$ cat config.mk
export PLATFORM = sky130hd
export DESIGN_NAME = block_match_dispatch_ctrl_flat
export DESIGN_NICKNAME = d
export VERILOG_FILES = /design/src/rtl/block_match_dispatch_ctrl_if.sv /design/src/rtl/block_match_dispatch_ctrl.sv /design/src/flat_wrapper.sv
export SDC_FILE = /design/constraint.sdc
export NUM_CORES = 1
export LEC_CHECK = 0
export CORE_AREA = 2 2 115 172
export DETAILED_ROUTE_END_ITERATION = 8
export DIE_AREA = 0 0 117 174
export GPL_TIMING_DRIVEN = 0
export PLACE_DENSITY = 0.76
export SETUP_SLACK_MARGIN = 0.3
export SLEW_MARGIN = 10
export SYNTH_ARGS = -nofsm -noshare
export SYNTH_HDL_FRONTEND = slang
export SYNTH_SLANG_ARGS = --single-unit
$ cat constraint.sdc
create_clock -name clk -period 3.2 [get_ports clk]
set_clock_uncertainty 0.1 [all_clocks]
set_input_delay 0.64 -clock clk [delete_from_list [all_inputs] [get_ports clk]]
set_output_delay 0.64 -clock clk [all_outputs]
set_load 0.01 [all_outputs]
$ cat src/rtl/block_match_dispatch_ctrl_if.sv
// Engine-array bus: one start pulse per engine plus the job addresses and tag.
// The master side is the dispatch controller; the slave side is the engine array.
interface block_match_dispatch_ctrl_if #(
   parameter int N_ENG = 2
);
   logic [N_ENG-1:0]    eng_ready;
   logic [N_ENG-1:0]    eng_start;
   logic [16*N_ENG-1:0] eng_blk_addr_l;
   logic [16*N_ENG-1:0] eng_blk_addr_r;
   logic [16*N_ENG-1:0] eng_srch_addr;
   logic [16*N_ENG-1:0] eng_blk_index;

   modport master (
      input  eng_ready,
      output eng_start, eng_blk_addr_l, eng_blk_addr_r, eng_srch_addr, eng_blk_index
   );

   modport slave (
      output eng_ready,
      input  eng_start, eng_blk_addr_l, eng_blk_addr_r, eng_srch_addr, eng_blk_index
   );
endinterface

$ cat src/rtl/block_match_dispatch_ctrl.sv
// Walks every block of a stereo third-frame and hands each one to the lowest free
// block-match engine, then waits for both disparity filters before advancing the image.
module block_match_dispatch_ctrl #(
   parameter int RD_PORT_W  = 8,
   parameter int THIRD_W    = 240,
   parameter int CENTER_W   = 304,
   parameter int THIRD_H    = 480,
   parameter int BLK_W      = 16,
   parameter int BLK_H      = 16,
   parameter int SRCH_W     = 64,
   parameter int SRCH_H     = 32,
   parameter int BLK_STEP_Y = 16,
   parameter int N_ENG      = 2,
   parameter int NUM_BUFS   = 2
) (
   input  logic                            clk,
   input  logic                            reset,
   input  logic [3:0]                      img_number_in,
   block_match_dispatch_ctrl_if.master     eng,
   input  logic [3:0]                      filt_cnt_l,
   input  logic [3:0]                      filt_cnt_r,
   output logic [1:0]                      bm_working_buf,
   output logic                            bm_idle,
   output logic                            frame_done
);

   localparam int FW       = THIRD_W / RD_PORT_W;
   localparam int CW       = CENTER_W / RD_PORT_W;
   localparam int BA       = BLK_W / RD_PORT_W;
   localparam int SA       = SRCH_W / RD_PORT_W;
   localparam int COLS     = THIRD_W / BLK_W + ((CENTER_W - THIRD_W) / BLK_W) / 2;
   localparam int ROWS     = (THIRD_H - BLK_H) / BLK_STEP_Y + 1;
   localparam int SRCH_PAD = CW * ((SRCH_H - BLK_H) / 2);

   localparam logic [15:0] SRCH_ROW_STEP = 16'(CW * BLK_STEP_Y);
   localparam logic [15:0] BLK_ROW_STEP  = 16'(FW * BLK_STEP_Y);
   localparam logic [15:0] COL_STEP      = 16'(BA);
   localparam logic [15:0] R_OFF         = 16'(SA - BA);
   localparam logic [5:0]  LAST_COL      = 6'(COLS - 1);
   localparam logic [5:0]  LAST_ROW      = 6'(ROWS - 1);

   typedef enum logic [1:0] {IDLE, DISPATCH, DRAIN, WAIT_FILTER} state_t;

   state_t           state, state_nxt;
   logic [3:0]       img_number, img_next;
   logic [1:0]       buf_idx;
   logic [5:0]       row, col;
   logic [15:0]      row_srch, row_blk, col_off;
   logic [15:0]      srch_base, blk_base;
   logic [15:0]      cur_srch, cur_blk_l, cur_blk_r, cur_index;
   logic [N_ENG-1:0] avail, grant, mask;
   logic             last_blk, frame_adv;

   logic [1:0]       mask_cnt   [N_ENG];
   logic [15:0]      hold_srch  [N_ENG];
   logic [15:0]      hold_blk_l [N_ENG];
   logic [15:0]      hold_blk_r [N_ENG];
   logic [15:0]      hold_index [N_ENG];

   assign buf_idx   = img_number[1:0] & 2'(NUM_BUFS - 1);
   assign img_next  = img_number + 4'd1;
   assign cur_srch  = row_srch + col_off;
   assign cur_blk_l = row_blk + col_off;
   assign cur_blk_r = cur_blk_l - R_OFF;
   assign cur_index = {img_number, row, col};
   assign last_blk  = (row == LAST_ROW) && (col == LAST_COL);

   // Buffer base addresses are a constant per buffer, so this is a small mux, not a multiplier.
   always_comb begin
      srch_base = 16'(0 - SRCH_PAD);
      blk_base  = '0;
      for (int i = 1; i < NUM_BUFS; i++) begin
         if (buf_idx == 2'(i)) begin
            srch_base = 16'(i * CW * THIRD_H - SRCH_PAD);
            blk_base  = 16'(i * FW * THIRD_H);
         end
      end
   end

   always_comb begin
      for (int k = 0; k < N_ENG; k++) mask[k] = (mask_cnt[k] != 2'd0);
   end

   assign avail = eng.eng_ready & ~mask;

   // NOTE: every signal written here gets a default first so no path leaves it unassigned (no latch).
   always_comb begin
      state_nxt = state;
      grant     = '0;
      frame_adv = 1'b0;
      unique case (state)
         IDLE:
            if (img_number_in != img_number && &eng.eng_ready) state_nxt = DISPATCH;
         DISPATCH: begin
            grant = avail & (~avail + N_ENG'(1));
            if (|grant && last_blk) state_nxt = DRAIN;
         end
         DRAIN:
            if (&eng.eng_ready && ~|mask) state_nxt = WAIT_FILTER;
         WAIT_FILTER:
            if (filt_cnt_l == img_next && filt_cnt_r == img_next) begin
               frame_adv = 1'b1;
               state_nxt = IDLE;
            end
         default: state_nxt = IDLE;
      endcase
   end

   // NOTE: sequential state uses non-blocking assignments so every register samples pre-edge values.
   always_ff @(posedge clk or negedge reset) begin
      if (!reset) begin
         state      <= IDLE;
         img_number <= '0;
         frame_done <= 1'b0;
         row        <= '0;
         col        <= '0;
         row_srch   <= '0;
         row_blk    <= '0;
         col_off    <= '0;
      end else begin
         state      <= state_nxt;
         frame_done <= frame_adv;
         if (frame_adv) img_number <= img_next;
         if (state == IDLE) begin
            row      <= '0;
            col      <= '0;
            col_off  <= '0;
            row_srch <= srch_base;
            row_blk  <= blk_base;
         end else if (|grant) begin
            if (col == LAST_COL) begin
               col      <= '0;
               col_off  <= '0;
               row      <= row + 6'd1;
               row_srch <= row_srch + SRCH_ROW_STEP;
               row_blk  <= row_blk + BLK_ROW_STEP;
            end else begin
               col      <= col + 6'd1;
               col_off  <= col_off + COL_STEP;
            end
         end
      end
   end

   // NOTE: these per-engine arrays are small register banks, not RAM, so they are reset like any flop.
   always_ff @(posedge clk or negedge reset) begin
      if (!reset) begin
         for (int k = 0; k < N_ENG; k++) begin
            mask_cnt[k]   <= '0;
            hold_srch[k]  <= '0;
            hold_blk_l[k] <= '0;
            hold_blk_r[k] <= '0;
            hold_index[k] <= '0;
         end
      end else begin
         for (int k = 0; k < N_ENG; k++) begin
            if (grant[k]) begin
               mask_cnt[k]   <= 2'd2;
               hold_srch[k]  <= cur_srch;
               hold_blk_l[k] <= cur_blk_l;
               hold_blk_r[k] <= cur_blk_r;
               hold_index[k] <= cur_index;
            end else if (mask_cnt[k] != 2'd0) begin
               mask_cnt[k]   <= mask_cnt[k] - 2'd1;
            end
         end
      end
   end

   // The granted engine sees its new job in the same cycle as its start pulse.
   always_comb begin
      eng.eng_start      = grant;
      eng.eng_srch_addr  = '0;
      eng.eng_blk_addr_l = '0;
      eng.eng_blk_addr_r = '0;
      eng.eng_blk_index  = '0;
      for (int k = 0; k < N_ENG; k++) begin
         eng.eng_srch_addr[16*k +: 16]  = grant[k] ? cur_srch  : hold_srch[k];
         eng.eng_blk_addr_l[16*k +: 16] = grant[k] ? cur_blk_l : hold_blk_l[k];
         eng.eng_blk_addr_r[16*k +: 16] = grant[k] ? cur_blk_r : hold_blk_r[k];
         eng.eng_blk_index[16*k +: 16]  = grant[k] ? cur_index : hold_index[k];
      end
   end

   assign bm_working_buf = buf_idx;
   assign bm_idle        = (state == IDLE) && &eng.eng_ready && ~|mask;

endmodule

$ cat src/flat_wrapper.sv
// flat-port wrapper written by rule: the top's interface ports become plain ports
module block_match_dispatch_ctrl_flat 
#(
   parameter int RD_PORT_W  = 8,
   parameter int THIRD_W    = 240,
   parameter int CENTER_W   = 304,
   parameter int THIRD_H    = 480,
   parameter int BLK_W      = 16,
   parameter int BLK_H      = 16,
   parameter int SRCH_W     = 64,
   parameter int SRCH_H     = 32,
   parameter int BLK_STEP_Y = 16,
   parameter int N_ENG      = 2,
   parameter int NUM_BUFS   = 2
)
  (clk, reset, img_number_in, filt_cnt_l, filt_cnt_r, bm_working_buf, bm_idle, frame_done, eng_eng_ready, eng_eng_start, eng_eng_blk_addr_l, eng_eng_blk_addr_r, eng_eng_srch_addr, eng_eng_blk_index);
  block_match_dispatch_ctrl_if #(.N_ENG(N_ENG)) eng_i ();
  input  logic clk;
  input  logic reset;
  input  logic [3:0] img_number_in;
  input  logic [3:0] filt_cnt_l;
  input  logic [3:0] filt_cnt_r;
  output logic [1:0] bm_working_buf;
  output logic bm_idle;
  output logic frame_done;
  input wire logic [$bits(eng_i.eng_ready)-1:0] eng_eng_ready;
  output wire logic [$bits(eng_i.eng_start)-1:0] eng_eng_start;
  output wire logic [$bits(eng_i.eng_blk_addr_l)-1:0] eng_eng_blk_addr_l;
  output wire logic [$bits(eng_i.eng_blk_addr_r)-1:0] eng_eng_blk_addr_r;
  output wire logic [$bits(eng_i.eng_srch_addr)-1:0] eng_eng_srch_addr;
  output wire logic [$bits(eng_i.eng_blk_index)-1:0] eng_eng_blk_index;
  assign eng_i.eng_ready = eng_eng_ready;
  assign eng_eng_start = eng_i.eng_start;
  assign eng_eng_blk_addr_l = eng_i.eng_blk_addr_l;
  assign eng_eng_blk_addr_r = eng_i.eng_blk_addr_r;
  assign eng_eng_srch_addr = eng_i.eng_srch_addr;
  assign eng_eng_blk_index = eng_i.eng_blk_index;
  block_match_dispatch_ctrl #(.RD_PORT_W(RD_PORT_W), .THIRD_W(THIRD_W), .CENTER_W(CENTER_W), .THIRD_H(THIRD_H), .BLK_W(BLK_W), .BLK_H(BLK_H), .SRCH_W(SRCH_W), .SRCH_H(SRCH_H), .BLK_STEP_Y(BLK_STEP_Y), .N_ENG(N_ENG), .NUM_BUFS(NUM_BUFS)) u_core (.clk(clk), .reset(reset), .img_number_in(img_number_in), .eng(eng_i), .filt_cnt_l(filt_cnt_l), .filt_cnt_r(filt_cnt_r), .bm_working_buf(bm_working_buf), .bm_idle(bm_idle), .frame_done(frame_done));
endmodule
### After elaboration in Yosys (flattened, before gate mapping)

Index checks and enable logic that the tools add are counted.

* register bits: 199
* bits in latches: 0
* bits in writable memories: 0
* ROM bits: 0
* bits of input ports: 16
* output and inout port bits: 134
* memories: 0

* add/sub/neg operators: 12
* multiply operators: 0
* div/mod/pow operators: 0
* magnitude comparators: 0
* equal/unequal tests: 12
* shifts and indexed selects: 0
* mux-type cells: 37
* bitwise logic cells: 4
* reductions and logical operators: 21

Operators with widths (number)
* $mux 16: 18
* $mux 6: 6
* $add 16x16->16: 2
* $mux 2: 9
* $add 16x10->16 const B: 1
* $add 16x2->16 const B: 1
* $add 16x9->16 const B: 1
* $sub 16x3->16 const B: 1
* $mux 14: 1
* $add 6x1->6 const B: 2
* $eq 6x5->1 const B: 2
* $reduce_bool 2->1: 6
* $eq 4x4->1: 2
* $ne 2x1->1 const B: 4
* $pmux 2 s4: 1
* $logic_and 1x1->1: 7
* $reduce_or 2->1: 3
* $add 4x1->4 const B: 1
* $and 2x2->2: 2
* $eq 2x2->1 const B: 2
* $ne 4x4->1: 1
* $not 2->2: 2
* $reduce_and 2->1: 2
* $reduce_and 4->1: 1
* other kinds (6): 8

### Longest topological paths before layout

Gate-level depths: netlist of run 1.

* depth in word-level cells: 10
* gate-level depth with buffers: 11
* mapped depth without buffers: 9

### Least setup slack after synthesis of run 1

No wires, ideal clock.

* kind: flip-flop to output port
* from: register u_core.col_off[6]
* to: output port eng_eng_blk_addr_r[30]
* data arrival time: 2.646 ns
* setup slack: -0.186 ns
* stages on the path, launching flop included: 8
* path buffers: 0
* path through: dfrtp_1 -> ha_1 -> a21o_4 -> a2111oi_4 -> o211ai_2 -> o311a_1 -> o31a_1 -> o31ai_1

* word-level cells in the longest chain between the ends: 3

Ends and longest elaborated chain
* start, declared: line block_match_dispatch_ctrl.sv:48 `logic [15:0] row_srch, row_blk, col_off;`
* start signal, assigned: line block_match_dispatch_ctrl.sv:139 `col_off <= col_off + COL_STEP;`
* $add 16x16->16: line block_match_dispatch_ctrl.sv:63 `assign cur_blk_l = row_blk + col_off;`
* $sub 16x3->16: line block_match_dispatch_ctrl.sv:64 `assign cur_blk_r = cur_blk_l - R_OFF;`
* $mux 16: line block_match_dispatch_ctrl.sv:180 `eng.eng_blk_addr_r[16*k +: 16] = grant[k] ? cur_blk_r : hold_blk_r[k];`
* end, declared: line flat_wrapper.sv:29 `output wire logic [$bits(eng_i.eng_blk_addr_r)-1:0] eng_eng_blk_addr_r;`

No other way between the ends.

### Final worst setup path of run 1

* from: register u_core.row_blk[5]
* to: output port eng_eng_blk_addr_r[30]

* word-level cells in the longest chain between the ends: 3

Ends and longest elaborated chain
* start, declared: line block_match_dispatch_ctrl.sv:48
* start signal, assigned: line block_match_dispatch_ctrl.sv:129 `row_blk <= blk_base;`
* start signal, assigned: line block_match_dispatch_ctrl.sv:136 `row_blk <= row_blk + BLK_ROW_STEP;`
* $add 16x16->16: line block_match_dispatch_ctrl.sv:63
* $sub 16x3->16: line block_match_dispatch_ctrl.sv:64
* $mux 16: line block_match_dispatch_ctrl.sv:180

No other way between the ends.

==> results of run 1 <==
## worst max-delay path, stage by stage, from the launching register on
cell      delay, ns
dfrtp_2        0.45
ha_4           0.26
or3_4          0.42
nor3_4         0.42
o211ai_4       0.20
o311a_4        0.41
o31a_1         0.31
o31ai_4        0.24
buf_2          0.18
## cell usage in the layout, fill, tap and decap left out, drive strengths merged, types with 3 or more instances in the layout
cell type,netlist,layout
ha,37,37
o21bai,3,3
clkinvlp,0,3
nor4,3,3
nor3,16,16
and3,11,11
xnor2,44,44
or3,7,7
a21oi,30,30
o21ai,96,96
a21boi,9,9
nor2,58,58
clkdlybuf4s50,0,14
o21a,4,4
nand4,13,13
nand3,19,19
nor3b,7,7
dfrtp,189,189
clkinv,0,4
nor2b,4,4
o31ai,4,4
nand2b,6,6
o211ai,7,7
clkbuf,43,79
a21o,6,6
and2,11,11
xor2,34,34
inv,22,29
dlygate4sd2,0,3
a211oi,4,4
nand2,243,243
a31oi,5,5
buf,8,294
a31o,3,3
## routing by layer
metal	global-route usage, %	up-vias
li1	-	3924
met1	30.41	4577
met2	50.89	627
met3	5.997	271
met4	18.58	0
met5	0	-
## sequential cells by signal, indices dropped and copies added, names as in the netlist
register	cells
u_core.col	6
u_core.col_off	15
u_core.frame_done	1
u_core.hold_blk_l	32
u_core.hold_blk_r	32
u_core.hold_index	32
u_core.hold_srch	32
u_core.img_number	4
u_core.mask_cnt	4
u_core.row	6
u_core.row_blk	11
u_core.row_srch	12
u_core.state	2
## per-stage QoR
step / utilization, % / TNS (ns)
detailed placement: 58.27 / -112.25
global placement: 57.95 / -1327.35
global route: 78.22 / -24.91
floorplan: - / 0
finish: 78.23 / -20.27
CTS: 69.61 / -14.19
## report_power, final
| group | leakage (nW) | internal [mW] | switching (mW) |
|---|---|---|---|
| Clock | 0.274 | 1.05 | 1.07 |
| Combinational | 4.45 | 2.21 | 2.67 |
| Sequential | 2.44 | 2.92 | 0.353 |
| Total | 7.17 | 6.18 | 4.10 |
## what timing repair did
action	CTS	global route
endpoints found under the hold margin	0	0
resized for setup	722	409
cloned	1	8
pin swaps	69	100
setup endpoints to repair	142	148
hold buffers	0	0
setup buffers	92	73
## area by class of cell
type	instances	share of cell area, %
clock inverters	14	0.8331
diodes	1	0.01683
plain buffers	51	4.124
flip-flops and latches	189	31.91
multi-input cells	705	38.75
repair buffers	324	18.66
well taps	256	2.154
inverters	22	0.5975
clock buffers	18	2.954
## cells by family after synthesis
family | count (synthesis)
xor+xnor | 78
simple gates | 403
compound gates | 182
mux | 4
flops | 189
other cells | 1
buf+inv | 73
fa+ha+maj | 37
## how the worst min path moves through the flow
| stage | endpoint | start | depth (start not counted) | slack (ns) |
|---|---|---|---|---|
| 5_1_grt | u_core.hold_srch[2]$_DFF_PN0_ | reset | 1 | 0.04 |
| 4_1_cts | u_core.hold_srch[4]$_DFF_PN0_ | reset | 1 | 0.04 |
| 3_3_place_gp | u_core.hold_srch[15]$_DFF_PN0_ | u_core.hold_srch[15]$_DFF_PN0_ | 2 | 0.35 |
| 3_5_place_dp | u_core.hold_blk_r[15]$_DFF_PN0_ | u_core.hold_blk_r[15]$_DFF_PN0_ | 2 | 0.36 |
| 2_1_floorplan | u_core.col[0]$_DFFE_PN0P_ | reset | 0 | 0.24 |
| 6_report | u_core.hold_srch[2]$_DFF_PN0_ | reset | 1 | 0.009 |
==> summary.md, run 1 <==
| Metric | Value |
|---|---|
| CP Capture Type | `output pin` |
| Synth Area in XOR/XNOR | `7.592%` |
| Worst relative slew slack | `35.10%` |
| RePlAce Congestion | `0.9053` |
| DRT iter0 DRCs | `807` |
| Worst-Margin Slew | `0.9702 ns` |
| Area share of and/or/nand/nor cells after synthesis | `approximately a fifth` |
| Fillers | `1056` |
| Fin. max-slew vios | `0` |
| Sequential cell area | `approximately 4700 um2` |
| Critical path type | `register to output pin` |
| CTS buffer count | `17` |
| Die width | `~120 um` |
| Syn nets | `between 1k and 1.5k` |
| Syn. warnings | `0` |
| Post-Syn Area | `around 9000 um2` |
| Most common cell in the netlist | `nand2_1` |
| Post-route minimum period | `4.082 ns` |
| Pre-CTS WS | `-1.183 ns` |
| First-pass GRT wire length | `about 45 mm` |
| Dpl hpwl | `~18 mm` |
| Leakage | `7.167 nW` |
| Starting Density | `47.87%` |
| Worst-Skew Late Latency | `approximately 0.46 ns` |
| Metal3 WL | `about 3.2 mm` |
| CTS tree | `built` |
| Clock-pin slew on the worst setup and hold paths | `0.07 ns` |
| Routed WL per cell | `23.46 um` |
| Number of synthesized flops with an enable pin | `0` |
| Violated checks | `setup timing` |
| Initial antenna violation count | `1` |
| Final WS setup | `-0.8818 ns` |
| Via count | `roughly 9.4k` |
| Core Area | `between 15000 and 20000 um2` |
| Internal reg-to-reg setup slack | `0.23 ns` |
| Area contributors post-synth | `dfrtp_1, nand2_1, o21ai_0, ha_1, xnor2_1` |
| Post-Synth Adder-Cell Area | `5.089%` |
| Top post-synthesis cells by count | `nand2_1, dfrtp_1, o21ai_0` |
| Top layer in use | `met4` |
| Post-Layout Inst Area | `14870 um2` |
| Setup-failing EPs final | `52` |
| Die ar. | `20360 um2` |
| Final hold vios | `0` |
| Worst setup path start | `u_core.row_blk[5]$_DFFE_PN0P_` |
| Syn_area_per_cell | `between 9 and 10 um2` |
| Post-synthesis sequential element count | `around 190` |
| CP required | `2.46 ns` |
| Register area share after synthesis | `51.99%` |
| Multi-input gate area | `5762 um2` |
| Area share of the largest cell type after synthesis | `51.99%` |
| Syn Inst Count | `between 900 and 1k` |
| Asr flop ratio synth | `100.0%` |
| Worst setup path end | `eng_eng_blk_addr_r[30]` |
| Worst R2R End | `u_core.hold_blk_r[30]$_DFF_PN0_` |
| Post-Route WL | `around 37 mm` |
| Cell Rows | `62` |
| Share of layout cells above drive strength 1 | `approximately half` |
| Synth Area in Compound Gates | `12.08%` |
| Hold Path Class | `input pin to asynchronous set/reset pin` |
| H-tree Lvls | `4` |
| Final #Nets | `between 1k and 1.5k` |
| Port Buffers | `148` |
| Largest net degree at the start of global routing | `70` |
| Max cap viols | `0` |
| Ratio of final minimum period to clock period | `127.6%` |
| Fmax | `245.0 MHz` |
| Max IR drop VDD | `0.4456 mV` |
| Finished Layout Cells | `1580` |
| Top_reg_cell synth | `dfrtp_1` |
| Worst reg2reg startpoint | `u_core.row_blk[5]$_DFFE_PN0P_` |
| Dpl cell area | `roughly 11000 um2` |
| I/O Pins | `150` |
| Status | `finished with violations` |
| PwrDens | `691.0 nW/um2` |
| Post-route DRC | `0` |
| Tot GR Track Use | `28.89%` |
| Grt ovf | `0` |
| Largest family of logic cells by synthesized area | `simple AND/OR/NAND/NOR gates` |
| Routed Antenna Nets | `0` |
| Die Y | `174 um` |
| Routed wl met2 | `18.54 mm` |
| Vias per cell | `5.949` |
| Area Overhead vs Synth | `63.43%` |
| RSZ-0062 raised after global routing | `yes` |
| Worst R2R Path Depth | `8` |
| Vias in the first global route | `8743` |
| Routed length on met1 | `between 10 and 15 mm` |
| CP Launch Type | `register` |
| Pre-antenna DRT Iters | `7` |
| Synth area leader | `dfrtp_1` |
| Deepest clock path buffer count | `2` |
| Root buf cell | `clkbuf_16` |
| Total chip power | `10.27 mW` |
| Unique cell type count in the Yosys netlist | `59` |
| Placed instance count | `~1.4k` |
| Mux contribution to synthesized area | `0.4676%` |
| Crit-path max FO | `4` |
| WHS | `0.009267 ns` |
| Clock sink count | `189` |
| Worst EP arrival | `3.34 ns` |
(Power assumes the default switching activity.)
==> inputs of run 2 (changes only) <==
--- a/config.mk
+++ b/config.mk
@@ -5,11 +5,11 @@
 export SDC_FILE = /design/constraint.sdc
 export NUM_CORES = 1
 export LEC_CHECK = 0
-export CORE_AREA = 2 2 115 172
+export CORE_AREA = 2 2 109 164
 export DETAILED_ROUTE_END_ITERATION = 8
-export DIE_AREA = 0 0 117 174
+export DIE_AREA = 0 0 111 166
 export GPL_TIMING_DRIVEN = 0
-export PLACE_DENSITY = 0.76
+export PLACE_DENSITY = 0.8
 export SETUP_SLACK_MARGIN = 0.3
 export SLEW_MARGIN = 10
 export SYNTH_ARGS = -nofsm -noshare
==> constraint.sdc (replaced) <==
create_clock -name clk -period 4.45 [get_ports clk]
set_clock_uncertainty 0.1 [all_clocks]
set_input_delay 0.89 -clock clk [delete_from_list [all_inputs] [get_ports clk]]
set_output_delay 0.89 -clock clk [all_outputs]
set_load 0.01 [all_outputs]
==> run 2 against run 1 <==
Against the previous run:
- the run now ends clean
- flip-flop and latch count did not move
- register-to-register slack improved by 1.2 ns
- highest routed layer unchanged
- combinational power fell by 52%
- worst setup slack improved by 1.0 ns
- hold slack improved by 0.25 ns
- cell count fell by 12%
- via count fell by 17%
- cell area fell by 19%
- total power fell by 40%
- die area fell by 9.5%
- critical endpoint is now eng_eng_blk_addr_r[14]
- routed wire length fell by 32%
==> summary.md, run 2 (synthesized netlist as in run 1, its figures left out) <==
| Metric | Value |
|---|---|
| Worst setup path end | `eng_eng_blk_addr_r[14]` |
| Root buf cell | `clkbuf_16` |
| Hold Path Class | `input pin to asynchronous set/reset pin` |
| First-pass GRT wire length | `38.81 mm` |
| Worst EP arrival | `3.32 ns` |
| Routed Antenna Nets | `0` |
| Status | `finished, final reports clean` |
| CP required | `approximately 3.5 ns` |
| Worst relative slew slack | `between 40% and 50%` |
| PwrDens | `roughly 510 nW/um2` |
| Internal reg-to-reg setup slack | `between 1 and 1.5 ns` |
| Placed instance count | `1330` |
| Post-route DRC | `0` |
| Die width | `111 um` |
| Port Buffers | `148` |
| Routed WL per cell | `around 18 um` |
| Grt ovf | `0` |
| Antenna Cells | `0` |
| Area Overhead vs Synth | `32.64%` |
| Crit-path cells | `ha_1 -> clkbuf_4 -> and3_1 -> a21bo_4 -> and2_4 -> o311a_1 -> o31a_1 -> o31ai_2 -> clkdlybuf4s15_1` |
| RePlAce Congestion | `~0.85` |
| Ratio of final minimum period to clock period | `96.94%` |
| RSZ-0062 raised after global routing | `yes` |
| Final #Nets | `1212` |
| Most common cell after layout, fill and taps aside | `nand2_1` |
| WHS | `between 0.2 and 0.3 ns` |
| Deepest clock path buffer count | `2` |
| Max cap viols | `0` |
| Share of total power in combinational logic | `37.9%` |
| Largest net degree at the start of global routing | `72` |
| Most frequent cells in the layout | `nand2_1, dfrtp_1, clkdlybuf4s50_1, nor2_1, o21ai_0` |
| Cell Rows | `59` |
| Post-route minimum period | `4.314 ns` |
| Net load switching power | `between 2 and 2.5 mW` |
| Clock network power share | `between 20 and 30%` |
| Die ar. | `18430 um2` |
| P_int | `4.050 mW` |
| Worst R2R Path Depth | `11` |
| Worst reg2reg startpoint | `u_core.mask_cnt[3]$_DFFE_PN0P_` |
| Vias per cell | `5.608` |
| Crit-path max FO | `9` |
| Fin. max-slew vios | `0` |
| Worst R2R End | `u_core.row_srch[12]$_DFFE_PN0P_` |
| CP max stage cell | `dfrtp_2` |
| Sw Ratio | `between 30% and 40%` |
| Worst-Skew Late Latency | `roughly 0.44 ns` |
| Flop pwr share | `36.5%` |
| Fmax | `231.8 MHz` |
| Tot GR Track Use | `approximately 27%` |
| I/O Pins | `150` |
| Pre-antenna DRT Iters | `7` |
| Clock sink count | `189` |
| CP Launch Type | `register` |
| Via count | `7762` |
| Worst path top cell family by delay | `compound AO/OA/AOI/OAI gates` |
| Vias in the first global route | `~7.6k` |
| Dpl hpwl | `17.59 mm` |
| CP Capture Type | `output pin` |
| Finished Layout Cells | `roughly 1.4k` |
| Critical path type | `register to output pin` |
| Worst setup path start | `u_core.col_off[11]$_DFFE_PN0P_` |
| Initial antenna violation count | `0` |
| Leakage | `5.754 nW` |
| WP buf/inv | `2` |
| CTS buffer count | `17` |
| Core Area | `~17000 um2` |
| H-tree Lvls | `4` |
| Die Y | `166 um` |
| CTS tree | `built` |
| Setup-failing EPs final | `0` |
| Setup TNS | `0 ns` |
| Post-Route WL | `roughly 25 mm` |
| Share of layout cells above drive strength 1 | `12.81%` |
| Clock-pin slew on the worst setup and hold paths | `0.07 ns` |
| Fillers | `between 1k and 1.5k` |
| Dpl cell area | `roughly 11000 um2` |
| Starting Density | `53.35%` |
| WP depth | `9` |
| DRT iter0 DRCs | `446` |
| Final hold vios | `0` |
| Slowest cell delay on critical path | `0.47 ns` |
| Post-Layout Inst Area | `12070 um2` |
| Max IR drop VDD | `0.2986 mV` |
| Worst-Margin Slew | `0.7625 ns` |
| Total chip power | `6.213 mW` |
run 2: timing repair:
| action | in CTS | in global routing |
|---|---|---|
| buffers inserted | 13 | 10 |
| hold buffers | 0 | 0 |
| setup endpoints to repair | 125 | 82 |
| gates resized for setup | 91 | 91 |
| pin swaps | 13 | 21 |
run 2: stage by stage:
stage / worst slack, ns / util (%)
global route: 0.07073 / 70.76
floorplan: 0.8136 / -
detailed placement: -0.3473 / 63.95
global placement: -5.214 / 63.60
CTS: 0.1240 / 69.36
finish: 0.1360 / 70.76
run 2: worst min-delay path by stage:
stage                                      endpoint  slack (ns)  cells after the start
floorplan            u_core.row_srch[4]$_DFFE_PN0P_        0.34                      1
global placement     u_core.hold_srch[20]$_DFF_PN0_        0.35                      2
detailed placement  u_core.hold_index[12]$_DFF_PN0_        0.36                      2
CTS                 u_core.hold_index[30]$_DFF_PN0_        0.27                      1
global route        u_core.hold_index[30]$_DFF_PN0_        0.28                      1
finish              u_core.hold_index[30]$_DFF_PN0_        0.26                      1
run 2: final cells by class:
type                            count  area (um2)  share of cell area (%)
Sequential cell                   189        4741                   39.29
Multi-Input combinational cell    705        4393                   36.41
Timing Repair Buffer              173        1717                   14.23
Clock buffer                       18       429.2                   3.557
Tap cell                          213       266.5                   2.209
Buffer                             51       259.0                   2.146
Clock inverter                     13       178.9                   1.483
Inverter                           22       82.58                  0.6844
run 2: metal layers:
| metal | global-route usage, % | vias to the layer above | share of wire (%) |
|---|---|---|---|
| li1 | - | 3629 | - |
| met1 | 29.77 | 3794 | 37 |
| met2 | 48.60 | 266 | 54 |
| met3 | 5.146 | 73 | 4.2 |
| met4 | 13.59 | 0 | 5.0 |
| met5 | 0 | - | 0 |
run 2: worst reg2reg max path, cell delays in order, from the launching register on:
cell	delay, ns
dfrtp_1	0.40
inv_1	0.07
ha_1	0.34
a22oi_1	0.18
nor2b_1	0.14
clkbuf_1	0.35
nand2_1	0.27
clkbuf_1	0.31
nor2_1	0.30
nand3_1	0.14
xnor2_1	0.14
o21a_1	0.16
run 2: power groups by stage:
stage / sequential (mW) / combinational [mW] / clock (mW)
detailed placement: 2.29 / 2.22 / 0
floorplan: 2.24 / 1.10 / 0
finish: 2.27 / 2.35 / 1.59
global placement: 2.28 / 2.17 / 0
global route: 2.30 / 2.53 / 1.69
CTS: 2.26 / 2.30 / 1.61
